[src/rtl/m65c02_psw_wb_pkg.sv]
// Shared encodings for the M65C02 writeback / status stage: P bit positions,
// writeback targets, flag-op codes and the update-mask layout.
package m65c02_pkg;

  localparam int PSW_N = 7;
  localparam int PSW_V = 6;
  localparam int PSW_5 = 5;
  localparam int PSW_B = 4;
  localparam int PSW_D = 3;
  localparam int PSW_I = 2;
  localparam int PSW_Z = 1;
  localparam int PSW_C = 0;

  localparam int UPD_NZ = 2;
  localparam int UPD_V  = 1;
  localparam int UPD_C  = 0;

  localparam logic [7:0] P_RST_DEF = 8'h34;

  typedef enum logic [1:0] {
    DST_NONE = 2'd0,
    DST_A    = 2'd1,
    DST_X    = 2'd2,
    DST_Y    = 2'd3
  } dst_e;

  typedef enum logic [2:0] {
    FLG_NOP = 3'd0,
    FLG_CLC = 3'd1,
    FLG_SEC = 3'd2,
    FLG_CLI = 3'd3,
    FLG_SEI = 3'd4,
    FLG_CLD = 3'd5,
    FLG_SED = 3'd6,
    FLG_CLV = 3'd7
  } flg_e;

endpackage

[src/rtl/m65c02_psw_wb_if.sv]
// Decoder/adder-facing bundle of the writeback stage: issue controls, adder
// result, flag/P-load controls, and the architectural register outputs.
interface m65c02_psw_wb_if;
  logic       En_AU;
  logic       En_DU;
  logic [1:0] Dst;
  logic [2:0] Upd;
  logic [8:0] Sum;
  logic       OV;
  logic       Val;
  logic [2:0] Flg_Op;
  logic       Ld_P;
  logic [7:0] DI;
  logic [7:0] A;
  logic [7:0] X;
  logic [7:0] Y;
  logic [7:0] P;
  logic       Busy;
  logic       Err;

  modport master (
    output En_AU, En_DU, Dst, Upd, Sum, OV, Val, Flg_Op, Ld_P, DI,
    input  A, X, Y, P, Busy, Err
  );

  modport slave (
    input  En_AU, En_DU, Dst, Upd, Sum, OV, Val, Flg_Op, Ld_P, DI,
    output A, X, Y, P, Busy, Err
  );
endinterface

[src/rtl/m65c02_psw_wb_flag_mux.sv]
// Next-P merge. Sources are layered lowest priority first so each bit ends up
// owned by the strongest source that touches it: Flg_Op, then writeback, then Ld_P.
module m65c02_flag_mux
  import m65c02_pkg::*;
(
  input  logic [7:0] p_cur,
  input  logic       ld_p,
  input  logic [7:0] di,
  input  logic       wb_en,
  input  logic [2:0] wb_upd,
  input  logic [8:0] wb_sum,
  input  logic       wb_ov,
  input  logic [2:0] flg_op,
  output logic [7:0] p_nxt
);

  always_comb begin
    p_nxt = p_cur;
    case (flg_op)
      FLG_CLC: p_nxt[PSW_C] = 1'b0;
      FLG_SEC: p_nxt[PSW_C] = 1'b1;
      FLG_CLI: p_nxt[PSW_I] = 1'b0;
      FLG_SEI: p_nxt[PSW_I] = 1'b1;
      FLG_CLD: p_nxt[PSW_D] = 1'b0;
      FLG_SED: p_nxt[PSW_D] = 1'b1;
      FLG_CLV: p_nxt[PSW_V] = 1'b0;
      default: p_nxt = p_cur;
    endcase

    if (wb_en) begin
      if (wb_upd[UPD_NZ]) begin
        p_nxt[PSW_N] = wb_sum[7];
        p_nxt[PSW_Z] = (wb_sum[7:0] == 8'h00);
      end
      if (wb_upd[UPD_V]) p_nxt[PSW_V] = wb_ov;
      if (wb_upd[UPD_C]) p_nxt[PSW_C] = wb_sum[8];
    end

    if (ld_p) p_nxt = di;

    // Bits 5 and B have no storage meaning here; they always read as 1.
    p_nxt[PSW_5] = 1'b1;
    p_nxt[PSW_B] = 1'b1;
  end

endmodule

[src/rtl/m65c02_psw_wb.sv]
// M65C02 result writeback and status stage: A/X/Y file, P register, one-deep
// pending slot for the decimal adder's extra cycle, and sticky protocol error.
module m65c02_psw_wb
  import m65c02_pkg::*;
#(
  parameter logic [7:0] P_RST   = P_RST_DEF,
  parameter logic [7:0] REG_RST = 8'h00
)(
  input  logic             Clk,
  input  logic             Rst,
  m65c02_psw_wb_if.slave   bus
);

  logic [7:0] a_q, a_d, x_q, x_d, y_q, y_d, p_q, p_d;
  logic       busy_q, busy_d, err_q, err_d;
  logic [1:0] pdst_q, pdst_d;
  logic [2:0] pupd_q, pupd_d;

  logic       bin_iss, dec_iss, wb_exp, wb_en;
  logic [1:0] wb_dst;
  logic [2:0] wb_upd;

  always_comb begin
    a_d     = a_q;
    x_d     = x_q;
    y_d     = y_q;
    busy_d  = busy_q;
    err_d   = err_q;
    pdst_d  = pdst_q;
    pupd_d  = pupd_q;
    wb_exp  = 1'b0;
    wb_dst  = bus.Dst;
    wb_upd  = bus.Upd;
    bin_iss = bus.En_AU & ~bus.En_DU;
    dec_iss = bus.En_DU & ~bus.En_AU;

    // While a decimal result is pending, this cycle belongs to it; any new
    // issue is a decoder bug and is dropped.
    if (busy_q) begin
      wb_exp = 1'b1;
      wb_dst = pdst_q;
      wb_upd = pupd_q;
      busy_d = 1'b0;
      pdst_d = 2'd0;
      pupd_d = 3'd0;
      if (bin_iss || dec_iss) err_d = 1'b1;
    end else if (bin_iss) begin
      wb_exp = 1'b1;
    end else if (dec_iss) begin
      pdst_d = bus.Dst;
      pupd_d = bus.Upd;
      busy_d = 1'b1;
    end

    wb_en = wb_exp & bus.Val;
    if (wb_exp && !bus.Val) err_d = 1'b1;

    if (wb_en) begin
      case (wb_dst)
        DST_A:   a_d = bus.Sum[7:0];
        DST_X:   x_d = bus.Sum[7:0];
        DST_Y:   y_d = bus.Sum[7:0];
        default: a_d = a_q;
      endcase
    end
  end

  m65c02_flag_mux u_flag_mux (
    .p_cur  (p_q),
    .ld_p   (bus.Ld_P),
    .di     (bus.DI),
    .wb_en  (wb_en),
    .wb_upd (wb_upd),
    .wb_sum (bus.Sum),
    .wb_ov  (bus.OV),
    .flg_op (bus.Flg_Op),
    .p_nxt  (p_d)
  );

  always_ff @(posedge Clk) begin
    if (Rst) begin
      a_q    <= REG_RST;
      x_q    <= REG_RST;
      y_q    <= REG_RST;
      p_q    <= P_RST;
      busy_q <= 1'b0;
      err_q  <= 1'b0;
      pdst_q <= 2'd0;
      pupd_q <= 3'd0;
    end else begin
      a_q    <= a_d;
      x_q    <= x_d;
      y_q    <= y_d;
      p_q    <= p_d;
      busy_q <= busy_d;
      err_q  <= err_d;
      pdst_q <= pdst_d;
      pupd_q <= pupd_d;
    end
  end

  assign bus.A    = a_q;
  assign bus.X    = x_q;
  assign bus.Y    = y_q;
  assign bus.P    = p_q;
  assign bus.Busy = busy_q;
  assign bus.Err  = err_q;

endmodule
[src/flat_wrapper.sv]
// flat-port wrapper written by rule: the top's interface ports become plain ports
module m65c02_psw_wb_flat import m65c02_pkg::*;
#(
  parameter logic [7:0] P_RST   = P_RST_DEF,
  parameter logic [7:0] REG_RST = 8'h00
)
  (Clk, Rst, bus_En_AU, bus_En_DU, bus_Dst, bus_Upd, bus_Sum, bus_OV, bus_Val, bus_Flg_Op, bus_Ld_P, bus_DI, bus_A, bus_X, bus_Y, bus_P, bus_Busy, bus_Err);
  m65c02_psw_wb_if bus_i ();
  input  logic Clk;
  input  logic Rst;
  input wire logic [$bits(bus_i.En_AU)-1:0] bus_En_AU;
  input wire logic [$bits(bus_i.En_DU)-1:0] bus_En_DU;
  input wire logic [$bits(bus_i.Dst)-1:0] bus_Dst;
  input wire logic [$bits(bus_i.Upd)-1:0] bus_Upd;
  input wire logic [$bits(bus_i.Sum)-1:0] bus_Sum;
  input wire logic [$bits(bus_i.OV)-1:0] bus_OV;
  input wire logic [$bits(bus_i.Val)-1:0] bus_Val;
  input wire logic [$bits(bus_i.Flg_Op)-1:0] bus_Flg_Op;
  input wire logic [$bits(bus_i.Ld_P)-1:0] bus_Ld_P;
  input wire logic [$bits(bus_i.DI)-1:0] bus_DI;
  output wire logic [$bits(bus_i.A)-1:0] bus_A;
  output wire logic [$bits(bus_i.X)-1:0] bus_X;
  output wire logic [$bits(bus_i.Y)-1:0] bus_Y;
  output wire logic [$bits(bus_i.P)-1:0] bus_P;
  output wire logic [$bits(bus_i.Busy)-1:0] bus_Busy;
  output wire logic [$bits(bus_i.Err)-1:0] bus_Err;
  assign bus_i.En_AU = bus_En_AU;
  assign bus_i.En_DU = bus_En_DU;
  assign bus_i.Dst = bus_Dst;
  assign bus_i.Upd = bus_Upd;
  assign bus_i.Sum = bus_Sum;
  assign bus_i.OV = bus_OV;
  assign bus_i.Val = bus_Val;
  assign bus_i.Flg_Op = bus_Flg_Op;
  assign bus_i.Ld_P = bus_Ld_P;
  assign bus_i.DI = bus_DI;
  assign bus_A = bus_i.A;
  assign bus_X = bus_i.X;
  assign bus_Y = bus_i.Y;
  assign bus_P = bus_i.P;
  assign bus_Busy = bus_i.Busy;
  assign bus_Err = bus_i.Err;
  m65c02_psw_wb #(.P_RST(P_RST), .REG_RST(REG_RST)) u_core (.Clk(Clk), .Rst(Rst), .bus(bus_i));
endmodule
[config.mk]
export PLATFORM = sky130hd
export DESIGN_NAME = m65c02_psw_wb_flat
export DESIGN_NICKNAME = d
export VERILOG_FILES = /design/src/rtl/m65c02_psw_wb_pkg.sv /design/src/rtl/m65c02_psw_wb_if.sv /design/src/rtl/m65c02_psw_wb_flag_mux.sv /design/src/rtl/m65c02_psw_wb.sv /design/src/flat_wrapper.sv
export SDC_FILE = /design/constraint.sdc
export NUM_CORES = 1
export LEC_CHECK = 0
export CORE_ASPECT_RATIO = 0.8
export CORE_MARGIN = 5
export CORE_UTILIZATION = 43
export CTS_CLUSTER_SIZE = 10
export DETAILED_ROUTE_END_ITERATION = 7
export HOLD_SLACK_MARGIN = 0.08
export PLACE_DENSITY = 0.79
export SYNTH_ARGS = -nofsm -noshare
export SYNTH_HDL_FRONTEND = slang
export SYNTH_SLANG_ARGS = --single-unit
[constraint.sdc]
create_clock -name Clk -period 1.8 [get_ports Clk]
set_clock_uncertainty 0.1 [all_clocks]
set_input_delay 0.18 -clock Clk [delete_from_list [all_inputs] [get_ports Clk]]
set_output_delay 0.18 -clock Clk [all_outputs]
set_load 0.02 [all_outputs]
-- Yosys cells after proc, flatten, opt, wreduce, memory -nomap -nowiden
Index checks and enable logic that the tools add are counted.
- output and inout bits: 34
- input bits: 32
- word-level logic and storage cells: 65
- register bits after elaboration: 39
- bitwise operators: 6
- mux-type cells: 19
- eq/ne operators: 10
- reduce and logical (&&, ||, !) cells: 18
- operators with widths (cell ; number):
    $eq A3 B3 Y1 const B ; 4
    $reduce_and A2 Y1 ; 6
    $mux W1 ; 11
    $logic_not A8 Y1 ; 1
    $mux W8 ; 1
    $reduce_bool A2 Y1 ; 4
    $eq A3 B2 Y1 const B ; 2
    $mux W2 ; 3
    $pmux W1 S2 ; 3
    $reduce_bool A3 Y1 ; 2
    $eq A2 B2 Y1 const B ; 2
    $and A1 B1 Y1 ; 3
    $eq A3 B1 Y1 const B ; 1
    $mux W3 ; 1
    $not A1 Y1 ; 3
    $reduce_or A3 Y1 ; 1
    $eq A2 B1 Y1 const B ; 1
    $reduce_or A2 Y1 ; 1
    $logic_and A1 B1 Y1 ; 1
    $logic_not A1 Y1 ; 1
    $logic_or A1 B1 Y1 ; 1

-- Depth between registers and ports, before layout
- word-level depth: 7
- mapped depth: 7
- depth with buffers taken out: 6

-- By module
A second synthesis with hierarchy kept.
- cell total of the unflattened synthesis: 180
- area total of the unflattened synthesis: 1811.7 um2
- modules (own cells, without submodules) (module ; seq. area each (um2) ; area each (um2) ; cells an instance ; instances):
    m65c02_psw_wb ; 780.7 ; 1585.3 ; 143 ; 1
    m65c02_flag_mux ; 0.0 ; 226.5 ; 37 ; 1

-- Worst setup path after synthesis
OpenSTA, ideal clock, no wires.
- path kind: register to register
- start: reg u_core.busy_q, in the netlist u_core.bus.Busy
- end: reg u_core.y_q[0], in the netlist u_core.bus.Y[0]
- clock period less this slack: 1.578 ns
- path buffers: 1
- setup time: 0.128 ns
- data required time: 1.572 ns
- data arrival time: 1.351 ns
- slack: 0.222 ns
- cell stages (with the launch flop): 6
- cell sequence: dfxtp_1 -> mux2_2 -> o211a_1 -> buf_4 -> mux2i_1 -> nor2_1
- cells in the longest elaborated chain, start to end: 3
- elaborated cells on any way between the ends: 5
- classes of those cells: eq/ne (1); mux (2); bitwise (1); reduce/logical (1)
- ends and longest elaborated chain (item ; line ; source):
    from (decl) ; m65c02_psw_wb.sv:15 ; logic busy_q, busy_d, err_q, err_d;
    from (signal assigned) ; m65c02_psw_wb.sv:95 ; busy_q <= busy_d;
    $mux W2 or $mux W1 (tied branches) ; m65c02_psw_wb.sv:39 ; if (busy_q) begin
    $eq A2 B2 Y1 or $and A1 B1 Y1 (tied branches) ; m65c02_psw_wb.sv:59, m65c02_psw_wb.sv:55 ;
    $reduce_and A2 Y1 (no line) * ; - ;
    to (signal assigned) ; m65c02_psw_wb.sv:93 ; y_q <= y_d;
    to (decl) ; m65c02_psw_wb.sv:14 ; logic [7:0] a_q, a_d, x_q, x_d, y_q, y_d, p_q, p_d;
Mark *: on every way between the ends. The rest lies on a longest branch, timed or not.
A chain may end at the register's enable or synchronous reset.

-- Worst setup path after layout
- start: in bus_En_DU
- end: reg u_core.p_q[0], in the netlist u_core.bus.P[0]
- cells in the longest elaborated chain, start to end: 7
- ends and longest elaborated chain (item ; line ; source):
    from (decl) ; flat_wrapper.sv:12 ; input wire logic [$bits(bus_i.En_DU)-1:0] bus_En_DU;
    $not A1 Y1 ; m65c02_psw_wb.sv:34 ; bin_iss = bus.En_AU & ~bus.En_DU;
    $and A1 B1 Y1 ; m65c02_psw_wb.sv:34 ;
    $mux W1 ; m65c02_psw_wb.sv:47 ; end else if (bin_iss) begin
    $mux W1 ; m65c02_psw_wb.sv:39 ;
    $and A1 B1 Y1 ; m65c02_psw_wb.sv:55 ; wb_en = wb_exp & bus.Val;
    $mux W2 ; m65c02_psw_wb_flag_mux.sv:30 ; if (wb_en) begin
    $mux W8 ; m65c02_psw_wb_flag_mux.sv:39 ; if (ld_p) p_nxt = di;
    to (signal assigned) ; m65c02_psw_wb.sv:94 ; p_q <= p_d;
    to (decl) ; m65c02_psw_wb.sv:14 ;
Every way passes these cells. The select of a mux whose other input is x is not followed.

==> results by stage <==
Status:
- The run finished with clean final reports.

Drt:
- The detailed-router iteration count before antenna repair is 4.
- The average wire per standard cell is 13.4 microns.
- The mean number of vias per cell is 4.86.
- The routed design has 4.02 mm of wire.
- The number of nets with antenna violations after routing is 0.
- The DRC marker count from the first detailed-route iteration is 78.
- The post-detailed-route DRC marker count is 0.
- Summing over every cut layer, the via total after detailed routing is 1,452.

Synth:
- The number of different library cells used by synthesis comes to 42.
- Summing every instance area after synthesis gives 0.00167 sq mm.
- Averaged over all synthesized cells, the footprint is 9.83 sq um.
- In this run, synthesis produced a sequential element count of 37.
- The number of standard cells after synthesis is 170.
- The register area share after synthesis is 44.3%.
- The share of the synthesized area in the top cell type is 44.3%.
- Summed over all instances, the cell type with the most area after synthesis is dfxtp_1.
- After synthesis, the cell types taking the most area are dfxtp_1, mux2i_1, nor2_1, o211ai_4, buf_4.
- The Yosys step of the flow raised 0 warnings.

Pwr:
- Dividing total power by cell area gives a power density of 785 mW/mm^2.
- The peak supply drop is 0.504 mV.
- The post-layout total power is 0.00203 W.
- Summed over all cells, the static leakage comes to 1.10 nW.

Critical path:
- In this run the worst path has a maximum fanout of 3.
- The origin of the critical flop-to-flop path is u_core.bus.Busy.
- The reg-to-reg setup timing slack is 0.20 ns.
- The length in cells of the worst reg-to-reg path is 6.
- STA classifies the critical path endpoint as a flip-flop.
- On the worst path, the slowest cell contributes a delay of 0.47 ns.
- Counting both buffers and inverters, the worst setup path holds a total of 3.
- On the critical path, the stage with the largest delay is an instance of clkdlybuf4s50_1.
- Data on the critical path arrives at its endpoint at 1.80 ns.
- The type of the worst setup path is in2reg.
- The worst endpoint required time is 1.90 ns.
- The worst register-to-register path ends at u_core.bus.A[1].
- STA classifies the critical path startpoint as an input port.
- The signal on the critical path passes through clkdlybuf4s50_1 -> inv_1 -> ha_1 -> buf_4 -> and2b_2 -> a31oi_4 -> o211ai_1 -> a311oi_1.
- Broken down by cell family, the worst path's largest delay share belongs to buffers and inverters.

Clock network:
- The clock reaches the later pin of the worst-skew pair after 0.29 ns.
- The clock tree root buffer cell is clkbuf_8.
- The number of buffers inserted during clock tree synthesis is 5.
- The clock transition time at the flip-flop clock pins of the worst setup and hold paths is 0.08 ns.
- The clock tree from TritonCTS is yes.
- CTS built an H-tree with a depth of 2.
- In this run the post-CTS setup repair buffer count came out at 0.
- The number of sinks driven by the clock tree is 37.
- The count of hold-fix buffers inserted at cts is 0.
- No sink is reached through more buffers than the 2 on the longest clock path.
- In this run, post-CTS repair resized a total of 0 instances.

Layout:
- The number of antenna diodes is 0.
- Compared with the post-synthesis result, the final layout area differs by 54.5%.
- The total area of multi-input combinational cells is 870 sq um.
- In the final design database the tool counted 277 nets.
- The filler cells instantiated in the layout total 326.
- In the final layout, the share of cells above drive strength 1 is 15.2%.
- The sequential cells in the finished layout cover a total of 742 sq um.

Hold path:
- The number of cells on the worst hold path is 3.
- In this run the worst hold path is classified as in2reg.
- The terminating pin of the worst hold path is u_core.bus.P[3].
- The worst hold path begins at bus_DI[3].

Die:
- The number of placed I/O pins is 66.
- The total die area is 0.00524 sq mm.
- The area of the core is 0.00378 sq mm.
- The floorplan step set the die width to 79.7 microns.
- The cell row count is 20.
- The starting density of the core is 44.2%.
- The die is 65.7 microns tall.

Timing:
- The worst path uses 94.0% of the clock period.
- The final hold violation count was 0.
- Setup repair after global routing left no endpoint under its margin.
- After layout, the worst setup slack is 0.108 ns.
- The final max-slew violation count is 0.
- The minimum clock period after layout is 1.69 ns.
- The upper clock frequency limit is 0.591 GHz.
- The final-report setup violation count is 0.

Place:
- The wire-length estimate of the detail-placed layout is 2.97 mm.
- The congestion estimate from routability-driven global placement came to 0.807.
- The number of buffers added on ports is 61.
- At the placement stage, the worst setup path has a slack of -0.278 ns.

Run:
- Max-cap violations in this run came to 0.

GRT:
- Entering global routing, the biggest net connects 20 pins.
- Summed over all layers, the global routing overflow is 0.
- The via count of the first global-routing pass is 1,411.
- The first-pass GRT wire length is 6.72 mm.
- The global routing usage summed across all routing layers is 16.8%.
- The initial antenna violation count is 0.
[per-stage QoR]
stage                     std cells  setup TNS (ns)  util (%)  instance area (sq um)  hold slack (ns)
final                           299               0      68.3                   2580            0.339
after global routing            299               0      68.3                   2580            0.371
after CTS                       299               0      67.9                   2560            0.335
after detailed placement        291           -3.90      64.2                   2430            0.362
after global placement          291           -3.57      64.2                   2430            0.365
after floorplan                 171               0         -                   1670            0.198
[synth_stat cells, drive strengths merged]
master  count
nor3b       2
and2b       1
o221ai      2
and3b       1
nor4        1
o211a       1
conb        1
nand3b      1
dfxtp      37
buf         6
or2         2
a31oi       4
and3        3
or4b        1
ha          2
mux2i      31
nand4b      1
o22ai       1
nand2       4
a211o       1
nand3       1
o211ai      3
a311oi      1
inv         4
a21oi       2
or2b        1
o21ai       2
and2        1
nor2       39
a21boi      2
a211oi      1
clkbuf      5
nor2b       3
nand4       1
mux2        1
[how the worst max path moves through the flow]
stage | from | endpoint | slack [ns] | cells after the start
floorplan | u_core.bus.Busy | u_core.bus.Y[0] | 0.22 | 5
global placement | bus_En_DU | u_core.bus.P[0] | -0.20 | 8
CTS | bus_En_DU | u_core.bus.P[0] | 0.03 | 8
global route | bus_En_DU | u_core.bus.P[7] | 0.005 | 8
finish | bus_En_DU | u_core.bus.P[0] | 0.11 | 8
detailed placement | bus_En_DU | u_core.bus.P[0] | -0.28 | 8
[flip-flops by register name (all words and copies together), names as in the netlist]
signal           flops
u_core.bus.A         8
u_core.bus.Busy      1
u_core.bus.Err       1
u_core.bus.P         6
u_core.bus.X         8
u_core.bus.Y         8
u_core.pdst_q        2
u_core.pupd_q        3
[cell families after synthesis]
family / synth area share, %
buffers and inverters: 4.72
other: 0.225
AOI/OAI and AO/OA: 11.0
and+or+nand+nor: 19.0
adders and majority gates: 1.50
DFF: 44.3
muxes: 19.3
[cell usage in the layout (no fill, tap or decap), types with 3 or more instances in the layout]
master / netlist / final
nand2_1: 4 / 4
inv_1: 4 / 4
mux2i_1: 31 / 31
clkbuf_8: 0 / 5
buf_4: 4 / 13
nor2_1: 39 / 39
clkdlybuf4s50_1: 0 / 61
and3_2: 3 / 3
dfxtp_1: 37 / 36
[tightest hold or removal path, delay by kind of cell]
kind                   cells  cell delay [ns]
buffers and inverters      1             0.40
AND/OR/NAND/NOR            1             0.06
AO/OA/AOI/OAI              1             0.05
[layer usage]
| layer | part of all wire, % | vias up | global-route usage (%) |
|---|---|---|---|
| met5 | 0 | - | 0 |
| met2 | 45 | 49 | 25.8 |
| met1 | 46 | 663 | 21.0 |
| met4 | 2.0 | 0 | 8.37 |
| li1 | - | 733 | - |
| met3 | 6.9 | 7 | 5.48 |
[final cells by class]
cell class	instances	area share, %
Multi-Input combinational cell	119	33.7
Clock inverter	3	2.67
Timing Repair Buffer	76	29.0
Tap cell	55	2.67
Sequential cell	37	28.7
Inverter	4	0.582
Clock buffer	5	2.67
[where the power goes]
group          internal, W  switching [W]
clock             0.000558       0.000319
combinational     0.000157       0.000132
sequential        0.000843      0.0000161
Note: power is estimated with default switching activity, not from simulation.
